===== config.mk =====
export PLATFORM = sky130hd
export DESIGN_NAME = serial_rx
export DESIGN_NICKNAME = d
export VERILOG_FILES = /design/src/rtl/serial_rx.sv
export SDC_FILE = /design/constraint.sdc
export NUM_CORES = 1
export LEC_CHECK = 0
export ABC_AREA = 1
export CAP_MARGIN = 10
export CORE_ASPECT_RATIO = 1.25
export CORE_MARGIN = 8
export CORE_UTILIZATION = 45
export DETAILED_ROUTE_END_ITERATION = 8
export HOLD_SLACK_MARGIN = 0.03
export PLACE_DENSITY = 0.75
export SLEW_MARGIN = 25
export SYNTH_ARGS = -nofsm -noshare
export SYNTH_HDL_FRONTEND = slang
export SYNTH_SLANG_ARGS = --single-unit

===== constraint.sdc =====
create_clock -name clk -period 2 [get_ports clk]
set_clock_uncertainty 0.2 [all_clocks]
set_input_delay 0.2 -clock clk [delete_from_list [all_inputs] [get_ports clk]]
set_output_delay 0.2 -clock clk [all_outputs]
set_load 0.03 [all_outputs]

===== src/rtl/serial_rx.sv =====
// serial_rx: 8N1 LSB-first serial receiver with framing-error and break handling
module serial_rx #(
  parameter int CLKS_PER_BIT = 16
) (
  input  logic       clk,
  input  logic       rst,
  input  logic       rxd,
  output logic [7:0] data,
  output logic       valid,
  output logic       frame_err,
  output logic       busy
);
  localparam int CW = $clog2(CLKS_PER_BIT);
  localparam logic [CW-1:0] HALF = CW'(CLKS_PER_BIT / 2 - 1);
  localparam logic [CW-1:0] FULL = CW'(CLKS_PER_BIT - 1);
  typedef enum logic [2:0] {IDLE, START, DATA, STOP, BRK} state_t;
  state_t state_q, state_d;
  logic [CW-1:0] cnt_q, cnt_d;
  logic [2:0] idx_q, idx_d;
  logic [7:0] sh_q, sh_d, data_q, data_d;
  logic valid_q, valid_d, ferr_q, ferr_d, s1_q, rxd_s;
  always_ff @(posedge clk) begin
    if (rst) begin
      state_q <= IDLE;
      cnt_q   <= '0;
      idx_q   <= '0;
      sh_q    <= '0;
      data_q  <= '0;
      valid_q <= 1'b0;
      ferr_q  <= 1'b0;
      s1_q    <= 1'b1;
      rxd_s   <= 1'b1;
    end else begin
      state_q <= state_d;
      cnt_q   <= cnt_d;
      idx_q   <= idx_d;
      sh_q    <= sh_d;
      data_q  <= data_d;
      valid_q <= valid_d;
      ferr_q  <= ferr_d;
      s1_q    <= rxd;
      rxd_s   <= s1_q;
    end
  end
  always_comb begin
    state_d = state_q;
    cnt_d   = cnt_q + 1'b1;
    idx_d   = idx_q;
    sh_d    = sh_q;
    data_d  = data_q;
    valid_d = 1'b0;
    ferr_d  = 1'b0;
    case (state_q)
      IDLE: begin
        cnt_d   = '0;
        state_d = rxd_s ? IDLE : START;
      end
      START: if (cnt_q == HALF) begin
        cnt_d   = '0;
        idx_d   = '0;
        state_d = rxd_s ? IDLE : DATA;
      end
      DATA: if (cnt_q == FULL) begin
        cnt_d   = '0;
        sh_d    = {rxd_s, sh_q[7:1]};
        idx_d   = idx_q + 3'd1;
        state_d = (idx_q == 3'd7) ? STOP : DATA;
      end
      STOP: if (cnt_q == FULL) begin
        cnt_d   = '0;
        valid_d = rxd_s;
        ferr_d  = !rxd_s;
        data_d  = rxd_s ? sh_q : data_q;
        state_d = rxd_s ? IDLE : BRK;
      end
      BRK: begin
        cnt_d   = '0;
        state_d = rxd_s ? IDLE : BRK;
      end
      default: state_d = IDLE;
    endcase
  end
  assign data      = data_q;
  assign valid     = valid_q;
  assign frame_err = ferr_q;
  assign busy      = state_q != IDLE;
endmodule


# Word-level counts from Yosys, hierarchy flattened
# Cells that the tools add are included.
word_totals:
  ff_bits: 30
  input_bits: 3
  out_inout_bits: 11
  elab_cells: 48
classes:
  addsub: 2
  n_eq_ne: 10
  mux: 14
  bitwise: 2
  n_reduce_logical: 11
ops:
  columns: ["op", "n"]
  rows:
  - ["3-bit 2-to-1 mux", 6]
  - ["3-bit case mux with 5 select lines", 1]
  - ["4-bit case mux with 3 select lines", 1]
  - ["3-bit AND reduction", 3]
  - ["4-bit 2-to-1 mux", 2]
  - ["3-bit by 2-bit equality test with 1-bit output, second input constant", 2]
  - ["3-bit equality test, second input constant", 2]
  - ["2-bit != test, second input constant", 3]
  - ["3-bit case mux with 2 select lines", 1]
  - ["4-bit by 1-bit adder with 4-bit output, second input constant", 1]
  - ["4-bit by 3-bit equality test with 1-bit output, second input constant", 1]
  - ["4-bit equality test, second input constant", 1]
  - ["2-bit OR reduction", 2]
  - ["3-bit by 1-bit adder with 3-bit output, second input constant", 1]
  - ["3-bit by 1-bit equality test with 1-bit output, second input constant", 1]
  - ["3-bit zero test", 1]
  - ["3-bit nonzero test", 1]
  - ["3-bit OR reduction", 1]
  - ["1-bit 2-to-1 mux", 2]
  - ["2-bit 2-to-1 mux", 1]
  - ["1-bit inverter", 2]
  - ["2-bit AND reduction", 1]
  - ["2-bit nonzero test", 1]
  - ["1-bit zero test", 1]

# Logic depth before layout (Yosys ltp)
# Gate-level depths: netlist of run 1.
depth:
  word_depth: 4
  mapped_depth: 8
  mapped_depth_nobuf: 8

# Worst setup path after synthesis of run 1
# No wires, ideal clock.
synth_timing:
  path_type: "register to register"
  from: "register cnt_q[0]"
  to: "register data_q[2], in the netlist data[2]"
  setup_time_ps: 115
  arrival_ps: 1172
  t_required_ps: 1685
  path_slack_ps: 512
  path_stages_with_launch: 8
  n_path_buf: 1
  synth_period_minus_slack_ps: 1488
  path_cell_list: "dfxtp_1 -> ha_1 -> nand3_1 -> inv_1 -> nand3_4 -> buf_6 -> o21ai_2 -> a21oi_2"
synth_via:
  elab_chain_cells: 2
synth_lines:
  columns: ["element", "line", "text"]
  rows:
  - ["from (decl)", "18", "logic [CW-1:0] cnt_q, cnt_d;"]
  - ["from (signal assigned)", "35", "cnt_q <= cnt_d;"]
  - ["4-bit equality test", "69", "STOP: if (cnt_q == FULL) begin"]
  - ["3-bit AND reduction (no line)", null, null]
  - ["to (signal assigned)", "38", "data_q <= data_d;"]
  - ["to (decl)", "20", "logic [7:0] sh_q, sh_d, data_q, data_d;"]
# Every way passes these cells.
# A chain may end at the register's enable or synchronous reset.

# Worst setup path after layout of run 1
layout_timing:
  from: "register state_q[0]"
  to: "output busy"
layout_via:
  elab_chain_cells: 1
layout_lines:
  columns: ["element", "line", "text"]
  rows:
  - ["from (decl)", "17", "state_t state_q, state_d;"]
  - ["from (signal assigned)", "34", "state_q <= state_d;"]
  - ["3-bit nonzero test", "86", "assign busy = state_q != IDLE;"]
  - ["to (decl)", "11", "output logic busy"]
# Every way passes these cells.

==> results of run 1 <==
## cell usage after synthesis, types with 2 or more instances
cell type | number | area [um2]
sky130_fd_sc_hd__ha_1 | 3 | 37.5
sky130_fd_sc_hd__nand2_1 | 19 | 71.3
sky130_fd_sc_hd__nand2_2 | 3 | 18.8
sky130_fd_sc_hd__dfxtp_1 | 30 | 601
sky130_fd_sc_hd__nand3_1 | 9 | 45.0
sky130_fd_sc_hd__o21ai_0 | 17 | 85.1
sky130_fd_sc_hd__inv_2 | 2 | 7.51
sky130_fd_sc_hd__clkbuf_1 | 3 | 11.3
sky130_fd_sc_hd__nor2_1 | 30 | 113
sky130_fd_sc_hd__inv_1 | 18 | 67.6
sky130_fd_sc_hd__or2_2 | 2 | 12.5
sky130_fd_sc_hd__a21oi_1 | 12 | 60.1
sky130_fd_sc_hd__nor2_4 | 2 | 22.5
## worst paths after layout
check / to / slack [ns] / cells after the start
max: busy / 0.18 / 3
min: s1_q$_SDFF_PP1_ / 0.23 / 2
min reg2reg: rxd_s$_SDFF_PP1_ / 0.24 / 1
max reg2reg: data[6]$_SDFFE_PP0P_ / 0.37 / 6
## power breakdown
part,internal [uW],switching [uW],total [uW]
clock network,126,199,325
registers,606,9.13,615
logic,34.2,54.0,88.2
total,766,262,1030
## flip-flops by register name, summed over array words and instances, names as in the netlist
| signal | cells |
|---|---|
| sh_q | 8 |
| idx_q | 3 |
| rxd_s | 1 |
| state_q | 3 |
| s1_q | 1 |
| cnt_q | 4 |
| valid | 1 |
| frame_err | 1 |
| data | 8 |
## worst reg2reg max path, stage by stage, from the launching register on
cell	delay, ns
sky130_fd_sc_hd__dfxtp_1	0.36
sky130_fd_sc_hd__ha_1	0.23
sky130_fd_sc_hd__nand3_1	0.11
sky130_fd_sc_hd__inv_1	0.17
sky130_fd_sc_hd__nand3_4	0.19
sky130_fd_sc_hd__o21ai_0	0.20
sky130_fd_sc_hd__a21oi_1	0.06
## repair_timing
| action | in CTS | in global routing |
|---|---|---|
| endpoints found under the setup margin | 1 | 0 |
| hold buffers | 0 | 0 |
| resized for setup | 1 | 0 |
## kinds of logic after synthesis
| logic type | count (synthesis) |
|---|---|
| xor gates and xnor gates | 1 |
| DFF | 30 |
| adders and majority gates | 3 |
| AOI/OAI and AO/OA | 32 |
| buffers and inverters | 24 |
| and+or+nand+nor | 70 |
## final cells by class
cell class / count / area, um2 / area share, %
Sequential cell: 30 / 601 / 40.6
Multi-Input combinational cell: 106 / 556 / 37.6
Timing Repair Buffer: 15 / 156 / 10.6
Inverter: 20 / 75.1 / 5.08
Tap cell: 34 / 42.5 / 2.88
Clock buffer: 5 / 37.5 / 2.54
Clock inverter: 2 / 10.0 / 0.677
## through the flow
step / utilization (%) / setup slack (ns)
2_1_floorplan: - / 0.512
3_5_place_dp: 53.4 / 0.274
5_1_grt: 55.1 / 0.0376
6_report: 55.1 / 0.182
4_1_cts: 55.1 / 0.165
3_3_place_gp: 53.4 / 0.305
## routing by layer
layer  vias up  GRT usage, %  wire (um)
li1        550             -          -
met1       453          9.49        969
met2        24          19.0       1110
met3         6          5.95        153
met4         0          6.70         32
met5         -             0          0
==> impl_metrics.prom, run 1 <==
# TYPE chip_impl_metric gauge
chip_impl_metric{name="cp_data_arrival_time",unit="ns"} 1.42
chip_impl_info{name="cp_slowest_cell",value="sky130_fd_sc_hd__dfxtp_1"} 1
chip_impl_metric{name="post_detailed_route_drc_marker_count",unit=""} 0
chip_impl_metric{name="number_of_distinct_library_cell_variants_in_the_gate_level_netlist_after_synthesis",unit=""} 23
chip_impl_metric{name="post_detailed_route_via_to_cell_ratio",unit=""} 4.87
chip_impl_metric{name="row_count",unit=""} 21
chip_impl_metric{name="mappedNetlistArea",unit="um2"} 1250
chip_impl_metric{name="detailed_place.area",unit="um2"} 1430
chip_impl_info{name="min_path_type",value="input port to register"} 1
chip_impl_info{name="yosys_most_used_dff",value="sky130_fd_sc_hd__dfxtp_1"} 1
chip_impl_metric{name="synthesis.nets",unit=""} 166
chip_impl_metric{name="ys_seq_elements",unit=""} 30
chip_impl_metric{name="io_pins",unit=""} 14
chip_impl_metric{name="setup_viol",unit=""} 0
chip_impl_metric{name="finished_cell_area",unit="um2"} 1480
chip_impl_metric{name="place.detailed.hpwl",unit="um"} 1730
chip_impl_metric{name="grt_util_all_layers",unit="%"} 10.8
chip_impl_info{name="synth_top_family_by_area",value="simple AND/OR/NAND/NOR gates"} 1
chip_impl_info{name="most_frequent_cells_in_the_layout",value="30 x sky130_fd_sc_hd__nor2_1, 30 x sky130_fd_sc_hd__dfxtp_1, 19 x sky130_fd_sc_hd__nand2_1"} 1
chip_impl_metric{name="postCtsSetupRepairBufs",unit=""} 0
chip_impl_metric{name="leakage",unit="uW"} 0.000633
chip_impl_metric{name="yosys_warnings",unit=""} 0
chip_impl_info{name="ctsRootBufferMaster",value="sky130_fd_sc_hd__clkbuf_4"} 1
chip_impl_info{name="outcome",value="finished clean"} 1
chip_impl_metric{name="synth_adder_area_share",unit="%"} 2.99
chip_impl_info{name="regToRegStartpoint",value="cnt_q[0]$_SDFF_PP0_"} 1
chip_impl_metric{name="total_power",unit="uW"} 1030
chip_impl_metric{name="timing.final.hold_violations",unit=""} 0
chip_impl_metric{name="dr_total_vias",unit=""} 1033
chip_impl_info{name="criticalPathCategory",value="register to output pin"} 1
chip_impl_metric{name="fmax",unit="MHz"} 550
chip_impl_info{name="setup.worst_path.start",value="state_q[0]$_SDFFE_PP0P_"} 1
chip_impl_metric{name="cts_max_path_buffers",unit=""} 2
chip_impl_metric{name="layoutNonFillerInstCount",unit=""} 212
chip_impl_metric{name="drt-pass1-iter-count",unit=""} 4
chip_impl_info{name="critical_path_s_top_delay_family",value="flip-flops"} 1
chip_impl_metric{name="place.detailed.instances",unit=""} 205
chip_impl_metric{name="synthesized_area_fraction_occupied_by_ao_oa_aoi_and_oai_cells",unit="%"} 14.0
chip_impl_metric{name="worst_setup_hold_path_clk_slew",unit="ns"} 0.09
chip_impl_metric{name="antenna_cells",unit=""} 0
chip_impl_metric{name="flow.area_growth_from_synthesis",unit="%"} 17.9
chip_impl_metric{name="drv_slew",unit=""} 0
chip_impl_metric{name="ratio_of_cells_with_drive_above_1_in_the_final_layout",unit="%"} 13.5
chip_impl_metric{name="pin_count_of_the_biggest_net_entering_global_routing",unit=""} 18
chip_impl_metric{name="gp_routability_congestion",unit=""} 0.809
chip_impl_metric{name="max-slew-margin-rel",unit="%"} 78.5
chip_impl_metric{name="synth.yosys.seq_area_share",unit="%"} 47.9
chip_impl_info{name="timing.hold.worst.start",value="rxd"} 1
chip_impl_metric{name="port_buffers",unit=""} 13
chip_impl_metric{name="postSynth.asyncResetShare",unit="%"} 0
chip_impl_metric{name="die-height",unit="um"} 75.0
chip_impl_metric{name="largest_stage_delay_on_the_critical_path",unit="ns"} 0.39
chip_impl_info{name="worstSetupStartpointType",value="register"} 1
chip_impl_metric{name="insertion_delay",unit="ns"} 0.33
chip_impl_metric{name="postRouteAntennaNets",unit=""} 0
chip_impl_metric{name="tritoncts.num_buffers",unit=""} 5
chip_impl_metric{name="timing.critical_path.buf_inv",unit=""} 1
chip_impl_metric{name="crit_required",unit="ns"} 1.60
chip_impl_metric{name="core_region_area",unit="um2"} 2680
chip_impl_metric{name="die_width",unit="um"} 63.2
chip_impl_metric{name="worst_hold_slack",unit="ns"} 0.227
chip_impl_metric{name="synth_xor_area_share",unit="%"} 0.699
chip_impl_metric{name="grt_pass1_vias",unit=""} 949
chip_impl_metric{name="final.period_utilization",unit="%"} 90.9
chip_impl_metric{name="cap_viol_max_count",unit=""} 0
chip_impl_metric{name="finalCriticalPeriod",unit="ns"} 1.82
chip_impl_metric{name="antenna_violations_before_repair",unit=""} 0
chip_impl_metric{name="critical_path.max_fanout",unit=""} 6
chip_impl_metric{name="drt_wl_total",unit="um"} 2270
chip_impl_metric{name="clock_sinks",unit=""} 30
chip_impl_metric{name="grt.overflow.total",unit=""} 0
chip_impl_metric{name="syn_inst",unit=""} 160
chip_impl_metric{name="post_drt_wl_per_cell",unit="um"} 10.7
chip_impl_metric{name="powerDensity",unit="nW/um2"} 696
chip_impl_info{name="path_cells",value="nor2_1 > nand2_1 > dlygate4sd2_1"} 1
chip_impl_info{name="tritoncts",value="done"} 1
chip_impl_metric{name="htree_levels",unit=""} 2
chip_impl_metric{name="grt_pass1_wl",unit="um"} 3970
chip_impl_metric{name="synth_simple_gate_area_share",unit="%"} 26.6
chip_impl_metric{name="syn-mean-instance-area",unit="um2"} 7.84
chip_impl_metric{name="worst_pin_slew",unit="ns"} 0.321
chip_impl_metric{name="timing.setup.tns",unit="ns"} 0
chip_impl_metric{name="worst_ir_drop_on_vdd",unit="mV"} 0.557
chip_impl_info{name="end_kind",value="output pin"} 1
chip_impl_info{name="grt_setup_unrepaired",value="false"} 1
chip_impl_metric{name="synth_edf_count",unit=""} 0
chip_impl_metric{name="finish.net_count",unit=""} 184
chip_impl_metric{name="initialDrtViolationCount",unit=""} 25
chip_impl_metric{name="post_synth_mux_area_share",unit="%"} 0
chip_impl_metric{name="die_area",unit="um2"} 4740
chip_impl_metric{name="initial_core_util",unit="%"} 46.8
chip_impl_metric{name="num-fill-cells",unit=""} 259
(Power assumes the default switching activity.)
==> inputs of run 2 (changes only) <==
Clock period 2 ns to 1.95 ns, I/O delays scaled along.
==> impl_metrics.prom, run 2 (synthesis results as in run 1) <==
# TYPE chip_impl_metric gauge
chip_impl_info{name="outcome",value="finished clean"} 1
chip_impl_metric{name="comb_power_share",unit="%"} 8.2
chip_impl_metric{name="finalCriticalPeriod",unit="ns"} 1.83
chip_impl_metric{name="cap_viol_max_count",unit=""} 0
chip_impl_info{name="criticalPathCategory",value="register to output pin"} 1
chip_impl_metric{name="pin_count_of_the_biggest_net_entering_global_routing",unit=""} 18
chip_impl_metric{name="flow.area_growth_from_synthesis",unit="%"} 19.2
chip_impl_metric{name="htree_levels",unit=""} 2
chip_impl_metric{name="initial_core_util",unit="%"} 46.8
chip_impl_metric{name="antenna_violations_before_repair",unit=""} 0
chip_impl_metric{name="die-height",unit="um"} 75.0
chip_impl_metric{name="dr_total_vias",unit=""} 1057
chip_impl_metric{name="num-fill-cells",unit=""} 268
chip_impl_metric{name="worst_pin_slew",unit="ns"} 0.345
chip_impl_metric{name="grt.overflow.total",unit=""} 0
chip_impl_metric{name="r2r_setup_slack",unit="ns"} 0.30
chip_impl_metric{name="gp_routability_congestion",unit=""} 0.816
chip_impl_metric{name="port_buffers",unit=""} 13
chip_impl_metric{name="core_region_area",unit="um2"} 2680
chip_impl_metric{name="final.period_utilization",unit="%"} 93.7
chip_impl_metric{name="drv_slew",unit=""} 0
chip_impl_metric{name="sequential_fraction_of_design_power",unit="%"} 56.7
chip_impl_metric{name="ratio_of_cells_with_drive_above_1_in_the_final_layout",unit="%"} 14.0
chip_impl_info{name="end_kind",value="output pin"} 1
chip_impl_info{name="grt_setup_unrepaired",value="false"} 1
chip_impl_metric{name="cp_data_arrival_time",unit="ns"} 1.43
chip_impl_metric{name="io_pins",unit=""} 14
chip_impl_metric{name="tritoncts.num_buffers",unit=""} 5
chip_impl_metric{name="timing.final.hold_violations",unit=""} 0
chip_impl_metric{name="power.net_switching",unit="uW"} 285
chip_impl_metric{name="worst_ir_drop_on_vdd",unit="mV"} 0.531
chip_impl_metric{name="sw_frac_of_total",unit="%"} 25.5
chip_impl_metric{name="layoutNonFillerInstCount",unit=""} 213
chip_impl_metric{name="multi_input_comb_area",unit="um2"} 556
chip_impl_metric{name="max-slew-margin-rel",unit="%"} 76.9
chip_impl_metric{name="clock_sinks",unit=""} 30
chip_impl_metric{name="critical_path.max_fanout",unit=""} 6
chip_impl_metric{name="leakage",unit="uW"} 0.000636
chip_impl_info{name="timing.hold.worst.start",value="s1_q$_SDFF_PP1_"} 1
chip_impl_metric{name="die_area",unit="um2"} 4740
chip_impl_metric{name="initialDrtViolationCount",unit=""} 27
chip_impl_metric{name="worst_setup_hold_path_clk_slew",unit="ns"} 0.10
chip_impl_info{name="tritoncts",value="done"} 1
chip_impl_info{name="regToRegStartpoint",value="cnt_q[0]$_SDFF_PP0_"} 1
chip_impl_metric{name="fmax",unit="MHz"} 547
chip_impl_metric{name="cts_max_path_buffers",unit=""} 2
chip_impl_info{name="min_path_type",value="register to register"} 1
chip_impl_metric{name="post_detailed_route_drc_marker_count",unit=""} 0
chip_impl_metric{name="powerDensity",unit="nW/um2"} 746
chip_impl_metric{name="antenna_cells",unit=""} 0
chip_impl_metric{name="internal-power",unit="uW"} 830
chip_impl_metric{name="grt_util_all_layers",unit="%"} 11.5
chip_impl_metric{name="crit_required",unit="ns"} 1.55
chip_impl_info{name="ctsRootBufferMaster",value="sky130_fd_sc_hd__clkbuf_4"} 1
chip_impl_metric{name="setup_viol",unit=""} 0
chip_impl_metric{name="depth_of_the_worst_register_to_register_path",unit=""} 6
chip_impl_metric{name="die_width",unit="um"} 63.2
chip_impl_metric{name="post_detailed_route_via_to_cell_ratio",unit=""} 4.96
chip_impl_metric{name="insertion_delay",unit="ns"} 0.34
chip_impl_metric{name="grt_pass1_wl",unit="um"} 4180
chip_impl_metric{name="timing.setup.tns",unit="ns"} 0
chip_impl_metric{name="worstHoldPathCells",unit=""} 1
chip_impl_metric{name="postRouteAntennaNets",unit=""} 0
chip_impl_info{name="worstSetupStartpointType",value="register"} 1
chip_impl_info{name="worst_hold_path.endpoint",value="rxd_s$_SDFF_PP1_"} 1
chip_impl_metric{name="place.detailed.instances",unit=""} 205
chip_impl_metric{name="finish.net_count",unit=""} 184
chip_impl_metric{name="postCtsSetupRepairBufs",unit=""} 0
chip_impl_metric{name="row_count",unit=""} 21
chip_impl_metric{name="grt_pass1_vias",unit=""} 987
chip_impl_metric{name="place.detailed.hpwl",unit="um"} 1730
chip_impl_info{name="most_frequent_cells_in_the_layout",value="30 x sky130_fd_sc_hd__nor2_1, 30 x sky130_fd_sc_hd__dfxtp_1, 19 x sky130_fd_sc_hd__nand2_1"} 1
chip_impl_metric{name="sequential_cell_area",unit="um2"} 601
chip_impl_metric{name="power.share.clock",unit="%"} 35.1
chip_impl_metric{name="post_drt_wl_per_cell",unit="um"} 11.4
chip_impl_info{name="critical_path.reg2reg.endpoint",value="data[6]$_SDFFE_PP0P_"} 1
chip_impl_metric{name="drt-pass1-iter-count",unit=""} 6
chip_impl_metric{name="drt_wl_total",unit="um"} 2430
## run 2: final cells by class
| type | count | area share (%) |
|---|---|---|
| sequential | 30 | 40.2 |
| multi-input combinational | 106 | 37.2 |
| timing repair buffer | 15 | 10.5 |
| inverter | 20 | 5.03 |
| clock buffer | 6 | 3.43 |
| tap | 34 | 2.85 |
| clock inverter | 2 | 0.838 |
## run 2: worst max-delay path by stage
stage,start,to,slack (ns)
2_1_floorplan,cnt_q[0]$_SDFF_PP0_,data[2]$_SDFFE_PP0P_,0.46
3_3_place_gp,state_q[0]$_SDFFE_PP0P_,busy,0.26
3_5_place_dp,state_q[0]$_SDFFE_PP0P_,busy,0.24
4_1_cts,state_q[0]$_SDFFE_PP0P_,busy,0.13
5_1_grt,state_q[0]$_SDFFE_PP0P_,busy,0.05
6_report,state_q[0]$_SDFFE_PP0P_,busy,0.12
## run 2: through the flow
stage               utilization, %  hold WS [ns]  total power (uW)  area (um2)  setup slack [ns]
detailed placement            53.4         0.197               738        1430             0.243
floorplan                        -        0.0988               709        1250             0.462
CTS                           55.7         0.214              1130        1490             0.127
global placement              53.4         0.195               733        1430             0.258
finish                        55.7         0.217              1110        1490             0.123
global route                  55.7         0.233              1170        1490            0.0500
## run 2: metal layers
metal	vias to the layer above	share of wire (%)	track usage [%]
li1	546	-	-
met1	472	42	10.3
met4	0	2.8	8.68
met2	32	49	20.0
met3	7	6.3	5.80
met5	-	0	0
## run 2: repair_timing
item / CTS / global route
gates resized for setup: 1 / 0
hold buffers: 0 / 0
setup endpoints to repair: 1 / 0
## run 2: power by group through the flow
stage          clock network (uW)  logic [uW]  registers [uW]
6_report                      391        92.0             632
5_1_grt                       436         103             633
4_1_cts                       404        91.4             632
3_5_place_dp                    0        92.4             646
3_3_place_gp                    0        88.3             645
2_1_floorplan                   0        65.2             644
## run 2: worst max-delay path: stages (launching register included)
cell and delay, ns:
sky130_fd_sc_hd__dfxtp_1 0.39, sky130_fd_sc_hd__nor2_1 0.27, sky130_fd_sc_hd__nand2_1 0.08, sky130_fd_sc_hd__dlygate4sd2_1 0.36
